### src/rtl/mem_arbiter.sv
// mem_arbiter: shares one RAM port between fetch and data paths, data first,
// with a starvation guard for fetch and a per-grant timeout.
module mem_arbiter #(
  parameter int STARVE_LIMIT = 4,
  parameter int TIMEOUT      = 64
) (
  input  logic        CLK,
  input  logic        RST,
  input  logic        iREN,
  input  logic [31:0] iaddr,
  output logic [31:0] iload,
  output logic        iwait,
  input  logic        dREN,
  input  logic        dWEN,
  input  logic [31:0] daddr,
  input  logic [31:0] dstore,
  output logic [31:0] dload,
  output logic        dwait,
  output logic        ramREN,
  output logic        ramWEN,
  output logic [31:0] ramaddr,
  output logic [31:0] ramstore,
  input  logic [31:0] ramload,
  input  logic [1:0]  ramstate,
  output logic        err,
  output logic        tmo
);
  localparam int SW = $clog2(STARVE_LIMIT + 1);
  localparam logic [SW-1:0] SL = SW'(STARVE_LIMIT);
  typedef enum logic [1:0] {IDLE, SERVE_D, SERVE_I} state_t;
  state_t state_q, state_d;
  logic [SW-1:0] dstreak_q, dstreak_d;
  logic [7:0] tcnt_q, tcnt_d;
  logic err_q, err_d, tmo_q, tmo_d;
  logic dreq, live, fin, expire, sd, si;
  always_comb begin
    sd = state_q == SERVE_D;
    si = state_q == SERVE_I;
    dreq = dREN | dWEN;
    live = sd ? dreq : si & iREN;
    // ACCESS and ERROR both end the transfer; bit 0 then tells them apart
    fin = live & ramstate[1];
    expire = live & ~fin & (tcnt_q == 8'(TIMEOUT - 1));
    ramREN = sd ? dREN & ~dWEN : si & iREN;
    ramWEN = sd & dWEN;
    ramaddr = sd ? daddr : si ? iaddr : '0;
    ramstore = sd ? dstore : '0;
    iwait = iREN & ~(si & fin);
    dwait = dreq & ~(sd & fin);
    iload = si & fin ? ramload : '0;
    dload = sd & fin ? ramload : '0;
    err = err_q;
    tmo = tmo_q;
    state_d = state_q;
    dstreak_d = dstreak_q;
    tcnt_d = tcnt_q;
    err_d = err_q | (fin & ramstate[0]);
    tmo_d = tmo_q | expire;
    if (state_q == IDLE) begin
      tcnt_d = '0;
      if (dreq & ~(iREN & dstreak_q == SL)) begin
        state_d = SERVE_D;
        dstreak_d = ~iREN ? '0 : dstreak_q == SL ? SL : dstreak_q + SW'(1);
      end else if (iREN) begin
        state_d = SERVE_I;
        dstreak_d = '0;
      end
    end else if (~live | fin | expire) begin
      state_d = IDLE;
    end else begin
      tcnt_d = tcnt_q + 8'd1;
    end
  end
  always_ff @(posedge CLK) begin
    if (RST) begin
      state_q <= IDLE;
      dstreak_q <= '0;
      tcnt_q <= '0;
      err_q <= 1'b0;
      tmo_q <= 1'b0;
    end else begin
      state_q <= state_d;
      dstreak_q <= dstreak_d;
      tcnt_q <= tcnt_d;
      err_q <= err_d;
      tmo_q <= tmo_d;
    end
  end
endmodule

### config.mk
export PLATFORM = sky130hd
export DESIGN_NAME = mem_arbiter
export DESIGN_NICKNAME = d
export VERILOG_FILES = /design/src/rtl/mem_arbiter.sv
export SDC_FILE = /design/constraint.sdc
export NUM_CORES = 1
export LEC_CHECK = 0
export CORE_AREA = 2 2 103 105
export DETAILED_ROUTE_END_ITERATION = 7
export DIE_AREA = 0 0 105 107
export GPL_TIMING_DRIVEN = 0
export PLACE_DENSITY_LB_ADDON = 0.2
export SKIP_CTS_REPAIR_TIMING = 1
export SYNTH_ARGS = -nofsm -noshare
export SYNTH_HDL_FRONTEND = slang
export SYNTH_SLANG_ARGS = --single-unit
### constraint.sdc
create_clock -name CLK -period 2 [get_ports CLK]
set_input_delay 0.2 -clock CLK [delete_from_list [all_inputs] [get_ports CLK]]
set_output_delay 0.2 -clock CLK [all_outputs]
set_load 0.01 [all_outputs]
==> summary.md, run 1 <==
| Metric | Value |
|---|---|
| Worst setup EP type | primary output |
| Antenna Nets Post-Route | 0 |
| Failing checks | setup timing |
| Largest cells by area after synthesis | and2_1 32%, dfxtp_1 16%, a22o_1 15% |
| Die width | 105 µm |
| Syn_area_per_cell | 7.54 µm² |
| Power density over the cells | 274 mW/mm² |
| CTS tree | built |
| Drt initial violations | 156 |
| Final nets | 677 |
| Synthesized cell area | 0.00188 mm² |
| Largest net degree at the start of global routing | 11 |
| DRC viols | 0 |
| DP Cell Count | 653 |
| Register area | 305 µm² |
| F_max | 480 MHz |
| Initial antenna violation count | 0 |
| Final setup margin | -84.2 ps |
| Maximum vdd drop | 196 µV |
| Net count after synthesis | 388 |
| # Max-Cap Violations | 0 |
| Slew @ Worst Pin | 446 ps |
| GRT Resource Usage Total | 0.179 |
| Crit-path max FO | 6 |
| Post-synthesis register bit count | 15 |
| Register area share after synthesis | 0.159 |
| Starting Density | 0.187 |
| Post-synth top area cell | and2_1 |
| Setup crit start kind | flip-flop |
| Multi-input gate area | 0.00150 mm² |
| Clock Sinks | 15 |
| Vias in the first global route | 2791 |
| Die Y | 107 µm |
| Wirelength per Cell | 17.3 µm |
| Most used DFF post-synth | dfxtp_1 |
| Required time worst endpoint | 1800 ps |
| Synth cell types | 39 |
| First-pass GRT wire length | 15.9 mm |
| Pre-CTS setup slack | -512 ps |
| Worst-case clock skew | 0.585 ps |
| Cts bufs inserted | 3 |
| Post-DP HPWL | 9.69 mm |
| Class of the worst hold path | in2reg |
| Data arrival, critical path | 1880 ps |
| Core area | 0.0101 mm² |
| Post-synth top cells | 97 x and2_1, 33 x a22o_1, 15 x dfxtp_1 |
| Critical path type | reg2out |
| Htree depth | 1 |
| Number of synthesized flops with an enable pin | 0 |
| RSZ-0062 raised after global routing | true |
| Syn. warnings | 0 |
| Vias | 2923 |
| Fillers | 991 |
| Static leakage | 3.24 nW |
| Final setup fails | 30 |
| Most frequent cell after synthesis | and2_1 |
| Hold Fails Final Rpt | 0 |
| CTS Buffer Depth | 2 |
| Final Max Tran Viols | 0 |
| Clock transition at path regs | 60 ps |
| Full die area | 0.0112 mm² |
| Ports | 269 |
| Non-Filler Instances | 674 |
| Initial DRT Pass Iterations | 4 |
| DR vias/cell | 4.34 |
| Fraction of layout cells with a size suffix above 1 | 0.258 |
| Max-slew headroom | 0.700 |
| Final min period | 2080 ps |
| Routability cong. | 0.792 |
| Clock root buffer | clkbuf_8 |
| Period utilization | 1.04 |
| Status | finished with violations |
| Ys async rst share | 0 |
| Total grt overflow | 0 |
| Antenna diodes | 0 |
| Drt total wl | 11.6 mm |
| Post-Synthesis Cells | 250 |
| Skew-Pair Late Insertion Delay | 240 ps |
| IO buf count | 267 |
| Synthesis-to-finish area growth | 170% |
| FP Rows | 37 |
| Synth top area share | 0.322 |
## per-stage QoR
step                utilization  hold WS (ps)  power [mW]  instance area [µm²]  TNS [ps]
finish                    0.505           329        1.40                 5090     -1800
global route              0.505           378        1.48                 5090     -5200
CTS                       0.473           341        1.39                 4770    -61000
detailed placement        0.468           459        1.15                 4730    -43220
global placement          0.468           453        1.14                 4730    -41240
floorplan                     -           362       0.594                 1880         0
## flip-flops by register name, summed over array words and instances, names as in the netlist
register,cells
tcnt_q,8
dstreak_q,3
state_q,2
err,1
tmo,1
## critical path, stage by stage (launching register included)
cell and delay, ps:
dfxtp_4 370, and2b_1 180, buf_6 130, a22o_4 250
and3_4 190, buf_6 130, buf_6 120, and2_1 120
buf_2 140
## worst paths after layout
| check | from | endpoint | slack [ps] | depth (start not counted) |
|---|---|---|---|---|
| max reg2reg | state_q[0]$_SDFFE_PP0P_ | tcnt_q[7]$_SDFFE_PP0N_ | 400 | 6 |
| max | state_q[0]$_SDFFE_PP0P_ | iload[16] | -80 | 8 |
| min | RST | dstreak_q[1]$_SDFFE_PP0P_ | 330 | 2 |
| min reg2reg | tcnt_q[5]$_SDFFE_PP0N_ | tcnt_q[5]$_SDFFE_PP0N_ | 470 | 2 |
## cell usage in the layout, fill, tap and decap left out, drive strengths merged
cell	netlist	final
nand2	9	9
nand2b	3	3
mux2i	5	5
a22o	34	34
buf	12	65
a31o	1	1
nand3b	2	2
dfxtp	15	15
a22oi	2	2
nor2b	3	3
a21oi	3	3
nor2	12	12
or4	1	1
or2	1	1
clkbuf	9	39
and2	98	98
a41oi	1	1
nand4	2	2
a31oi	2	2
a32o	2	2
clkdlybuf4s50	0	133
o21ai	2	2
nor4	3	3
and2b	1	1
nor3	5	5
inv	5	5
nand3	5	5
o21bai	1	1
and4	2	2
and3	4	4
o31ai	1	1
dlymetal6s2s	0	72
ha	3	3
o21ba	1	1
## report_power, final
| group | total [mW] | internal [mW] | switching, mW |
|---|---|---|---|
| Clock | 0.243 | 0.141 | 0.102 |
| Sequential | 0.314 | 0.307 | 0.00770 |
| Combinational | 0.841 | 0.530 | 0.311 |
| Total | 1.40 | 0.977 | 0.421 |
## cells by family (layout without fill, tap and decap cells)
family                   after synthesis  after routing  synth area share
AO/OA/AOI/OAI                         50             50             0.231
adder cells (fa/ha/maj)                3              3            0.0199
buffers and inverters                 26            314            0.0817
flip-flops                            15             15             0.159
multiplexers                           5              5            0.0266
AND/OR/NAND/NOR                      151            151             0.481
## cell type report
type                            count  area share
Clock buffer                        4     0.00884
Timing Repair Buffer              286       0.568
Inverter                            5     0.00368
Sequential cell                    15      0.0599
Multi-Input combinational cell    209       0.294
Buffer                             19      0.0319
Tap cell                          136      0.0334
## metal layers
metal / vias up / global-route usage / share of wire
met5: - / 0 / 0
met3: 12 / 0.0450 / 0.069
li1: 1447 / - / -
met1: 1331 / 0.206 / 0.39
met4: 0 / 0.0305 / 0.014
met2: 133 / 0.339 / 0.53
Power figures use the tool's default switching activity.
==> inputs of run 2 (changes only) <==
--- a/config.mk
+++ b/config.mk
@@ -11,6 +11,7 @@
 export GPL_TIMING_DRIVEN = 0
 export PLACE_DENSITY_LB_ADDON = 0.2
 export SKIP_CTS_REPAIR_TIMING = 1
+export SLEW_MARGIN = 20
 export SYNTH_ARGS = -nofsm -noshare
 export SYNTH_HDL_FRONTEND = slang
 export SYNTH_SLANG_ARGS = --single-unit
==> results of run 2 <==
Final layout, timing and power as in run 1 (identical DEF).
